==> src/rtl/prog_seq.sv <==
// Program sequencer: owns the PC, fetches into IR, and paces each instruction
// through a single commit cycle, stretched by data-memory handshakes.
module prog_seq #(
    parameter int PC_W       = 5,
    parameter int INSTR_W    = 16,
    parameter int DM_TIMEOUT = 15
) (
    input  logic               clk_i,
    input  logic               rst_i,
    input  logic               start_i,
    input  logic               halt_req_i,
    output logic               pm_rd_o,
    output logic [PC_W-1:0]    pm_addr_o,
    input  logic [INSTR_W-1:0] pm_data_i,
    output logic [INSTR_W-1:0] ir_o,
    input  logic               jmp_i,
    input  logic [PC_W-1:0]    jmp_addr_i,
    input  logic               dm_en_i,
    input  logic [1:0]         alu_mux_src_i,
    output logic               dm_req_o,
    input  logic               dm_ack_i,
    output logic               exec_en_o,
    output logic [PC_W-1:0]    pc_o,
    output logic               running_o,
    output logic               halted_o,
    output logic               err_o,
    output logic [15:0]        instr_cnt_o
);

    // state   | meaning
    // IDLE    | out of reset, PC=0, waiting for START
    // FETCH   | PM read strobe at PC
    // LOAD    | capture PM data into IR
    // EXEC    | decoder valid; commit unless a DM access is still pending
    // WAIT_DM | DM request held until ACK or timeout
    // HALT    | stopped at an instruction boundary, IR keeps last instruction
    typedef enum logic [2:0] {
        IDLE, FETCH, LOAD, EXEC, WAIT_DM, HALT
    } state_t;

    localparam int TMO_W = $clog2(DM_TIMEOUT + 1);
    localparam logic [INSTR_W-1:0] IR_NOP = INSTR_W'(16'hA000);

    state_t             state_q, state_d;
    logic [PC_W-1:0]    pc_q, pc_d;
    logic [INSTR_W-1:0] ir_q, ir_d;
    logic [15:0]        instr_cnt_q, instr_cnt_d;
    logic [TMO_W-1:0]   tmo_q, tmo_d;
    logic               err_q, err_d;
    logic               halt_pend_q, halt_pend_d;
    logic               pm_rd_q, pm_rd_d;
    logic               running_q, running_d;
    logic               halted_q, halted_d;
    logic               commit;
    logic               dm_req;
    logic               dm_need;

    assign dm_need = dm_en_i | (alu_mux_src_i == 2'b11);

    always_comb begin
        state_d     = state_q;
        pc_d        = pc_q;
        ir_d        = ir_q;
        instr_cnt_d = instr_cnt_q;
        tmo_d       = tmo_q;
        err_d       = err_q;
        halt_pend_d = halt_pend_q;
        commit      = 1'b0;
        dm_req      = 1'b0;

        if (halt_req_i && state_q != HALT)
            halt_pend_d = 1'b1;

        case (state_q)
            IDLE: begin
                if (start_i) begin
                    state_d     = FETCH;
                    err_d       = 1'b0;
                    instr_cnt_d = 16'h0000;
                end
            end
            FETCH: state_d = LOAD;
            LOAD: begin
                ir_d    = pm_data_i;
                state_d = EXEC;
            end
            EXEC: begin
                if (!dm_need || dm_ack_i) begin
                    commit = 1'b1;
                end else begin
                    dm_req  = 1'b1;
                    tmo_d   = TMO_W'(DM_TIMEOUT);
                    state_d = WAIT_DM;
                end
            end
            WAIT_DM: begin
                dm_req = 1'b1;
                if (dm_ack_i) begin
                    commit = 1'b1;
                end else if (tmo_q == TMO_W'(1)) begin
                    err_d   = 1'b1;
                    state_d = HALT;
                end else begin
                    tmo_d = tmo_q - TMO_W'(1);
                end
            end
            HALT: begin
                if (start_i) begin
                    state_d = FETCH;
                    err_d   = 1'b0;
                    // START together with HALT_REQ is a single step
                    if (halt_req_i)
                        halt_pend_d = 1'b1;
                end
            end
            default: state_d = IDLE;
        endcase

        if (commit) begin
            pc_d        = jmp_i ? jmp_addr_i : pc_q + PC_W'(1);
            instr_cnt_d = (instr_cnt_q == 16'hFFFF) ? instr_cnt_q : instr_cnt_q + 16'd1;
            state_d     = halt_pend_q ? HALT : FETCH;
        end

        if (state_d == HALT && state_q != HALT)
            halt_pend_d = 1'b0;

        pm_rd_d   = (state_d == FETCH);
        running_d = (state_d == FETCH) || (state_d == LOAD) ||
                    (state_d == EXEC)  || (state_d == WAIT_DM);
        halted_d  = (state_d == HALT);
    end

    always_ff @(posedge clk_i or posedge rst_i) begin
        if (rst_i) begin
            state_q     <= IDLE;
            pc_q        <= '0;
            ir_q        <= IR_NOP;
            instr_cnt_q <= 16'h0000;
            tmo_q       <= '0;
            err_q       <= 1'b0;
            halt_pend_q <= 1'b0;
            pm_rd_q     <= 1'b0;
            running_q   <= 1'b0;
            halted_q    <= 1'b0;
        end else begin
            state_q     <= state_d;
            pc_q        <= pc_d;
            ir_q        <= ir_d;
            instr_cnt_q <= instr_cnt_d;
            tmo_q       <= tmo_d;
            err_q       <= err_d;
            halt_pend_q <= halt_pend_d;
            pm_rd_q     <= pm_rd_d;
            running_q   <= running_d;
            halted_q    <= halted_d;
        end
    end

    assign pm_rd_o     = pm_rd_q;
    assign pm_addr_o   = pc_q;
    assign ir_o        = ir_q;
    assign dm_req_o    = dm_req;
    assign exec_en_o   = commit;
    assign pc_o        = pc_q;
    assign running_o   = running_q;
    assign halted_o    = halted_q;
    assign err_o       = err_q;
    assign instr_cnt_o = instr_cnt_q;

endmodule

==> config.mk <==
export PLATFORM = sky130hd
export DESIGN_NAME = prog_seq
export DESIGN_NICKNAME = d
export VERILOG_FILES = /design/src/rtl/prog_seq.sv
export SDC_FILE = /design/constraint.sdc
export NUM_CORES = 1
export LEC_CHECK = 0
export CAP_MARGIN = 5
export CELL_PAD_IN_SITES_DETAIL_PLACEMENT = 0
export CELL_PAD_IN_SITES_GLOBAL_PLACEMENT = 1
export CORE_AREA = 3 3 95 97
export CTS_CLUSTER_SIZE = 14
export DETAILED_ROUTE_END_ITERATION = 10
export DIE_AREA = 0 0 98 100
export PLACE_DENSITY_LB_ADDON = 0.1
export REMOVE_ABC_BUFFERS = 1
export SYNTH_ARGS = -nofsm -noshare
export SYNTH_HDL_FRONTEND = slang
export SYNTH_SLANG_ARGS = --single-unit
==> constraint.sdc <==
create_clock -name clk_i -period 1.8 [get_ports clk_i]
set_clock_uncertainty 0.05 [all_clocks]
set_input_delay 0.27 -clock clk_i [delete_from_list [all_inputs] [get_ports clk_i]]
set_output_delay 0.27 -clock clk_i [all_outputs]
set_load 0.02 [all_outputs]
# Word level (Yosys, flattened, before mapping)
# Cells that the tools add are included.
# classes
n_eq_ne	20
mux	30
bitwise	1
n_reduce_logical	16
add_sub_neg	3
# ops
op	count
2-to-1 mux 16 bit	4
2-to-1 mux 3 bit	6
adder 16 x 1 -> 16 bit (second input constant)	1
equality test 16 bit (second input constant)	1
one-hot mux 3 bit (5 select lines)	1
equality test 3 x 2 -> 1 bit (second input constant)	4
equality test 3 bit (second input constant)	4
2-to-1 mux 4 bit	3
2-to-1 mux 1 bit	11
!= test 2 bit (second input constant)	5
one-hot mux 4 bit (2 select lines)	1
AND reduction 4 bit	2
nonzero test 2 bit	4
equality test 3 x 1 -> 1 bit (second input constant)	2
one-hot mux 1 bit (2 select lines)	3
adder 5 x 1 -> 5 bit (second input constant)	1
2-to-1 mux 5 bit	1
equality test 4 x 1 -> 1 bit (second input constant)	1
logical OR 1 bit	4
subtractor 4 x 1 -> 4 bit (second input constant)	1
logical NOT 3 bit	1
!= test 3 bit (second input constant)	1
AND reduction 3 bit	1
equality test 2 bit (second input constant)	1
other kinds (5)	6
# word_totals
reg_bits	49
in_bits	30
output_inout_bits	48
wordCells	80

# Longest topological paths before layout
# Gate-level depths: netlist of run 1.
# depth
ltp_word	11
depth_mapped	7
depth_no_buf	7

# Worst setup path before layout of run 1
# No wires, ideal clock.
# synth_timing
path_type	flip-flop to flip-flop
startpoint	register instr_cnt_q[0], in the netlist instr_cnt_o[0]
endpoint	register instr_cnt_q[13], in the netlist instr_cnt_o[13]
required_time_ns	1.600
path_buffers	0
setup_ns	0.150
synth_period_minus_slack_ns	1.968
setup_slack_ns	-0.168
stages_incl_launch_ff	7
arrival_time_ns	1.767
path_cell_list	dfrtp_1 > ha_1 > nand4_1 > and4bb_2 > a2111oi_4 > a31o_2 > a21oi_1
# synth_between
elab_chain_len	3
elab_cells_between_ends	6
classes_between	1 x add/sub; 2 x eq/ne; 2 x mux; 1 x reduce/logical
# synth_rtl
element	line_no	rtl
start, declared	47	logic [15:0] instr_cnt_q, instr_cnt_d;
start signal, assigned	150	instr_cnt_q <= instr_cnt_d;
adder 16 x 1 -> 16 bit / equality test 16 bit (equally long branches)	121	instr_cnt_d = (instr_cnt_q == 16'hFFFF) ? instr_cnt_q : instr_cnt_q + 16'd1;
2-to-1 mux 16 bit / != test 2 bit (equally long branches)	-	
2-to-1 mux 16 bit / AND reduction 3 bit (equally long branches)	-	
# Several ways; a longest one is shown, not always the timed one. The select of a mux whose other input is x is not followed.
# A chain may end at the register's enable or synchronous reset.

# Worst setup path in the final report of run 1
# layout_timing
startpoint	register state_q[2]
endpoint	register instr_cnt_q[13], in the netlist instr_cnt_o[13]
# layout_between
elab_chain_len	4
elab_cells_between_ends	9
classes_between	3 x eq/ne; 2 x mux; 4 x reduce/logical
# layout_rtl
element	line_no	rtl
start, declared	44	state_t state_q, state_d;
start signal, assigned	147	state_q <= state_d;
equality test 3 bit / equality test 3 x 2 -> 1 bit (equally long branches)	74	case (state_q)
one-hot mux 1 bit (2 select lines)	74	
!= test 2 bit (no line) / nonzero test 2 bit (equally long branches)	-	
AND reduction 3 bit (no line)	-	
# Several ways; a longest one is shown, not always the timed one.

==> results of run 1 <==
[worst register-to-register path, cell delays in order (launching register included)]
cell and delay (ns):
dfrtp_2 0.45, buf_6 0.14, nand2b_4 0.14, a211o_4 0.34, a2111oi_4 0.28, buf_4 0.20, a31o_2 0.17, a21oi_2 0.05
[what timing repair did]
item | in CTS | in global routing
resized for setup | 31 | 62
hold buffers | 0 | 0
setup endpoints to repair | 37 | 41
endpoints found under the hold margin | 0 | 0
pin swaps | 20 | 29
setup buffers | 9 | 13
[state kept, by name, summed over array words and instances, names as in the netlist]
name	count
tmo_q	4
ir_o	16
instr_cnt_o	16
halted_o	1
pc_o	5
halt_pend_q	1
err_o	1
pm_rd_o	1
state_q	3
running_o	1
[kinds of logic after synthesis]
group	after synthesis	share of synthesized area (%)
compound gates	50	14.6
simple gates	89	18.0
xor+xnor	6	2.03
fa+ha+maj	4	1.93
buf+inv	26	5.26
flops	49	47.3
mux	26	10.8
[layer usage]
metal / track usage [%] / vias up
li1: - / 1200
met3: 3.06 / 5
met5: 0 / -
met1: 17.9 / 1184
met4: 3.83 / 0
met2: 25.8 / 44
[path summary, 6_finish.rpt]
path                                 start         endpoint  slack (ns)  cells past startpoint
min in group clk_i                 ir_o[9]          ir_o[9]        0.46                      1
worst min register to register     ir_o[9]          ir_o[9]        0.46                      1
max in group asynchronous            rst_i         ir_o[15]        1.15                      3
worst min-delay path                 rst_i          pc_o[4]        0.24                      3
worst max-delay path            state_q[2]  instr_cnt_o[13]       -0.13                      7
worst max register to register  state_q[2]  instr_cnt_o[13]       -0.13                      7
[metrics by stage]
step / utilization (%) / power, W / setup WS [ns]
after floorplan: - / 0.00331 / -0.284
after global placement: 47.5 / 0.00503 / -0.413
after detailed placement: 47.5 / 0.00506 / -0.441
after CTS: 50.3 / 0.00595 / -0.144
after global routing: 54.0 / 0.00667 / -0.203
final: 54.0 / 0.00627 / -0.134
[final cells by class]
type,count,area (um2),area share [%]
clock buffer,5,68.8,1.55
clock inverter,3,21.3,0.479
inverter,11,43.8,0.987
multi-input combinational,175,1460,32.8
sequential,49,1230,27.8
tap,105,131,2.96
timing repair buffer,158,1480,33.4
[cell usage in the layout, fill, tap and decap left out, types with 3 or more instances in the layout]
cell type         n
clkdlybuf4s50_1  68
buf_4            63
dfrtp_1          44
buf_6            18
mux2_2           16
nand2_1          15
nor2_1           14
nand3_1           9
mux2i_1           9
inv_1             9
nand2_2           7
dlymetal6s2s_1    7
a21oi_2           6
a21oi_1           5
o21ai_0           5
clkbuf_8          5
nand4_1           4
nor3_1            4
nand2b_1          4
o211ai_1          4
nand3_2           3
o21ai_2           3
and3_1            3
nand3b_1          3
a31oi_1           3
dfrtp_2           3
[power groups by stage]
stage / sequential [W] / clock, W / combinational (W)
after detailed placement: 0.00180 / 0 / 0.00326
after global routing: 0.00184 / 0.000762 / 0.00407
after floorplan: 0.00229 / 0 / 0.00102
after global placement: 0.00178 / 0 / 0.00324
after CTS: 0.00178 / 0.000715 / 0.00345
final: 0.00179 / 0.000687 / 0.00379
==> results.yml, run 1 <==
worst_setup_path:
  critPathSlowestCell: "dfrtp_2"
  path_max_fanout: 5
  crit_path_end_kind: "register"
  crit_family: "compound AO/OA/AOI/OAI gates"
  cp.required_ns: 1.95
  crit_chain: "buf_6 > nand2b_4 > a211o_4 > a2111oi_4 > buf_4 > a31o_2 > a21oi_2"
  path_buf_inv: 2
  cpPeakStageDelay_ns: 0.45
  cp-start-kind: "register"
  arrival_ns: 2.09
  path_class: "reg2reg"
clocking:
  cts_buffer_depth: 2
  clock-sinks: 49
  worstSkewPairLatency_ns: 0.31
  root_buffer: "clkbuf_8"
  numCtsBuffers: 5
  clkTransAtPathRegs_ns: 0.11
  cts_max_level: 2
  cts_tree: "built"
placed_design:
  postPlaceCellArea_um2: 3900
  port-buffer-count: 77
  gp_congestion: 0.820
  dpl.hpwl_um: 5200
  placed_cells: 480
logic_synthesis:
  synth_top_cell_by_area: "dfrtp_1"
  yosys.area.top_type_share_pct: 45.3
  yosys_warnings: 0
  synth_area_per_cell_um2: 10.4
  syn_inst: 250
  ys_seq_area_share_pct: 47.3
  synth_cell_types: 55
  synth-edff-count: 0
  synth.most_common_cell: "dfrtp_1"
  synthTopCellsByCount: "47 x dfrtp_1, 22 x nand2_1, 17 x mux2_2, 17 x nor2_1, 13 x nand3_1"
  async_reset_ff_share_pct: 100
  ys_ff_latch: 49
  synth_area_um2: 2590
  synth_area_leaders: "dfrtp_1 45%, mux2_2 7.4%, mux2i_1 3.5%"
  synth-main-ff-cell: "dfrtp_1"
power_and_ir_drop:
  power_frac_clock_pct: 11.0
  p_leak_nw: 1.99
  swShare_pct: 37.8
  power_density_nw_per_um2: 1410
  sequentialPowerShare_pct: 28.5
  p_comb_share_pct: 60.5
  p_int_w: 0.00390
  p_sw_w: 0.00237
  ir_drop_uv: 481
min_path:
  worstHoldPathType: "in2async"
detailed_routing:
  via_per_inst: 4.81
  ant_nets: 0
  detail_route.iter0.violations: 56
  drc: 0
  wl_per_cell_um: 14.5
  top_layer_used: "met4"
  wl_met1_um: 3140
  first_pass_iters: 4
  wl_um: 7330
  wl_met3_um: 262
  via_count: 2433
  met2_length_um: 3880
sta:
  finalSetupViolations: 15
  maxSlewViolCount: 0
  setup_tns_ns: -0.865
  fin_crit_ns: 1.93
  timing.fmax_ghz: 0.517
  worst_slack_ns: -0.134
  worstMarginPinSlew_ns: 0.385
  hold_ws_ns: 0.242
  finalCritPeriodShare_pct: 107
  maxSlewHeadroom_pct: 74.3
  rsz0062_at_grt: "yes"
  hold_violations: 0
floorplan:
  num_rows: 33
  die_x_um: 98
  initial_utilization_pct: 31.6
  core_area_um2: 8220
  die-area_um2: 9800
  io_pins: 78
  die_h_um: 100
cells_and_area:
  area_growth_pct: 71.0
  final_nets: 434
  antennaDiodeCount: 0
  design_area_um2: 4440
  final_cells: 506
  fillers: 750
  drive_above_1_share_pct: 41.6
global_routing:
  grt_pass1_wl_um: 11500
  grt_overflow: 0
  grt_max_degree: 50
  grt_pass1_vias: 2357
  grt_use_total_pct: 14.5
  antenna_found_initial: 0
run_status:
  violations: "negative setup slack"
  status: "finished, violations left"
job:
  cap_violations: 0
(Power assumes the default switching activity.)
==> inputs of run 2 (changes only) <==
--- a/config.mk
+++ b/config.mk
@@ -12,7 +12,7 @@
 export CTS_CLUSTER_SIZE = 14
 export DETAILED_ROUTE_END_ITERATION = 10
 export DIE_AREA = 0 0 98 100
-export PLACE_DENSITY_LB_ADDON = 0.1
+export PLACE_DENSITY = 0.78
 export REMOVE_ABC_BUFFERS = 1
 export SYNTH_ARGS = -nofsm -noshare
 export SYNTH_HDL_FRONTEND = slang
==> run 2 against run 1 <==
  * Maximum frequency decreased by 2.1%
  * Non-clock buffer count is 7 lower
  * Largest power group unchanged
  * Worst setup slack worse by 0.042 ns
  * Sequential share of layout area grew 0.86 points
  * Routed wire length shrank 4.3%
  * Utilization decreased by 1.7 points
  * The run still ends with negative setup slack left
==> results.yml, run 2 (synthesis gave the netlist of run 1 again) <==
floorplan:
  num_rows: 33
  initial_utilization_pct: 31.6
  die-area_um2: 9800
  io_pins: 78
  die_x_um: 98
  core_area_um2: 8220
  die_h_um: 100
clocking:
  clock-sinks: 49
  clkTransAtPathRegs_ns: 0.10
  cts_tree: "built"
  root_buffer: "clkbuf_8"
  cts_buffer_depth: 2
  cts_max_level: 2
  worstSkewPairLatency_ns: 0.30
  numCtsBuffers: 5
  hold_buffers: 0
power_and_ir_drop:
  power.total_w: 0.00614
  p_leak_nw: 1.88
  power_density_nw_per_um2: 1430
  ir_drop_uv: 694
detailed_routing:
  via_count: 2437
  wl_um: 7020
  drc: 0
  via_per_inst: 4.88
  first_pass_iters: 4
  ant_nets: 0
  wl_per_cell_um: 14.1
  detail_route.iter0.violations: 47
sta:
  finalSetupViolations: 8
  finalCritPeriodShare_pct: 110
  maxSlewViolCount: 0
  timing.fmax_ghz: 0.506
  hold_violations: 0
  worstMarginPinSlew_ns: 0.418
  fin_crit_ns: 1.98
  rsz0062_at_grt: "yes"
  worst_slack_ns: -0.176
  maxSlewHeadroom_pct: 72.1
cells_and_area:
  drive_above_1_share_pct: 38.3
  antennaDiodeCount: 0
  layout_common_cells: "72 x clkdlybuf4s50_1, 60 x buf_4, 45 x dfrtp_1"
  final_nets: 427
  final_common_cell: "clkdlybuf4s50_1"
  area_growth_pct: 65.7
  final_util_pct: 52.3
placed_design:
  gp_congestion: 0.843
  port-buffer-count: 77
  dpl.hpwl_um: 4930
global_routing:
  grt_overflow: 0
  grt_pass1_wl_um: 11600
  grt_pass1_vias: 2441
  grt_use_total_pct: 14.3
  grt_max_degree: 50
  antenna_found_initial: 0
worst_setup_path:
  ff2ff_setup_slack_ns: -0.18
  crit_path_end_kind: "register"
  rr_worst_depth: 7
  arrival_ns: 2.13
  cp.required_ns: 1.95
  path_max_fanout: 3
  path_class: "reg2reg"
  startpoint: "state_q[2]"
  r2r_end: "instr_cnt_o[10]"
  r2r_start: "state_q[2]"
  crit_path_end: "instr_cnt_o[10]"
  cp-start-kind: "register"
min_path:
  worstHoldPathType: "in2async"
job:
  cap_violations: 0
run_status:
  status: "finished, violations left"
  violations: "negative setup slack"
## run 2: where the power goes
| part | switching (W) | total, W | internal [W] |
|---|---|---|---|
| clock network | 0.000390 | 0.000666 | 0.000276 |
| registers | 0.000286 | 0.00179 | 0.00151 |
| logic | 0.00163 | 0.00368 | 0.00205 |
| total | 0.00230 | 0.00614 | 0.00384 |
## run 2: critical path, cell delays in order, from the launching register on
cell and delay, ns:
dfrtp_1 0.44, buf_6 0.14, nand2b_4 0.13, a211o_4 0.34, buf_4 0.14, a2111oi_2 0.41, xnor2_1 0.16, nor2_1 0.06
## run 2: routing by layer
metal  routed length, um  GRT usage, %  vias up  share of wire, %
li1                    -             -     1180                 -
met1                3000          18.0     1180                43
met2                3530          24.7       67                50
met3                 381          3.34       10               5.4
met4                 107          4.15        0               1.5
met5                   0             0        -                 0
## run 2: final cells by class
cell class / instances / area [um2]
clock buffers: 5 / 68.8
multi-input cells: 175 / 1400
flip-flops and latches: 49 / 1230
repair buffers: 151 / 1400
inverters: 11 / 43.8
well taps: 105 / 131
clock inverters: 3 / 22.5
fillers: 734 / 3920
## run 2: how the worst min path moves through the flow
stage | start | end | slack (ns) | cells after the start
detailed placement | ir_o[1] | ir_o[1] | 0.45 | 1
global placement | ir_o[1] | ir_o[1] | 0.44 | 1
floorplan | jmp_i | pc_o[4] | 0.35 | 1
finish | rst_i | ir_o[10] | 0.26 | 3
CTS | rst_i | ir_o[3] | 0.27 | 3
global route | rst_i | ir_o[3] | 0.29 | 3
## run 2: repair_timing
| item | 4_1_cts | 5_1_grt |
|---|---|---|
| buffers inserted | 10 | 10 |
| pin swaps | 9 | 21 |
| gates resized for setup | 43 | 32 |
| gates cloned | 0 | 0 |
| setup endpoints to repair | 16 | 40 |
| endpoints found under the hold margin | 0 | 0 |
## run 2: metrics by stage
| step | hold WS (ns) | TNS, ns | setup slack, ns | cell area (um2) | std cells |
|---|---|---|---|---|---|
| global placement | 0.439 | -6.47 | -0.450 | 3860 | 475 |
| CTS | 0.269 | -0.581 | -0.135 | 4130 | 492 |
| detailed placement | 0.446 | -6.85 | -0.504 | 3860 | 475 |
| floorplan | 0.345 | -6.83 | -0.284 | 2500 | 235 |
| global route | 0.295 | -1.98 | -0.255 | 4300 | 499 |
| finish | 0.264 | -0.643 | -0.176 | 4300 | 499 |
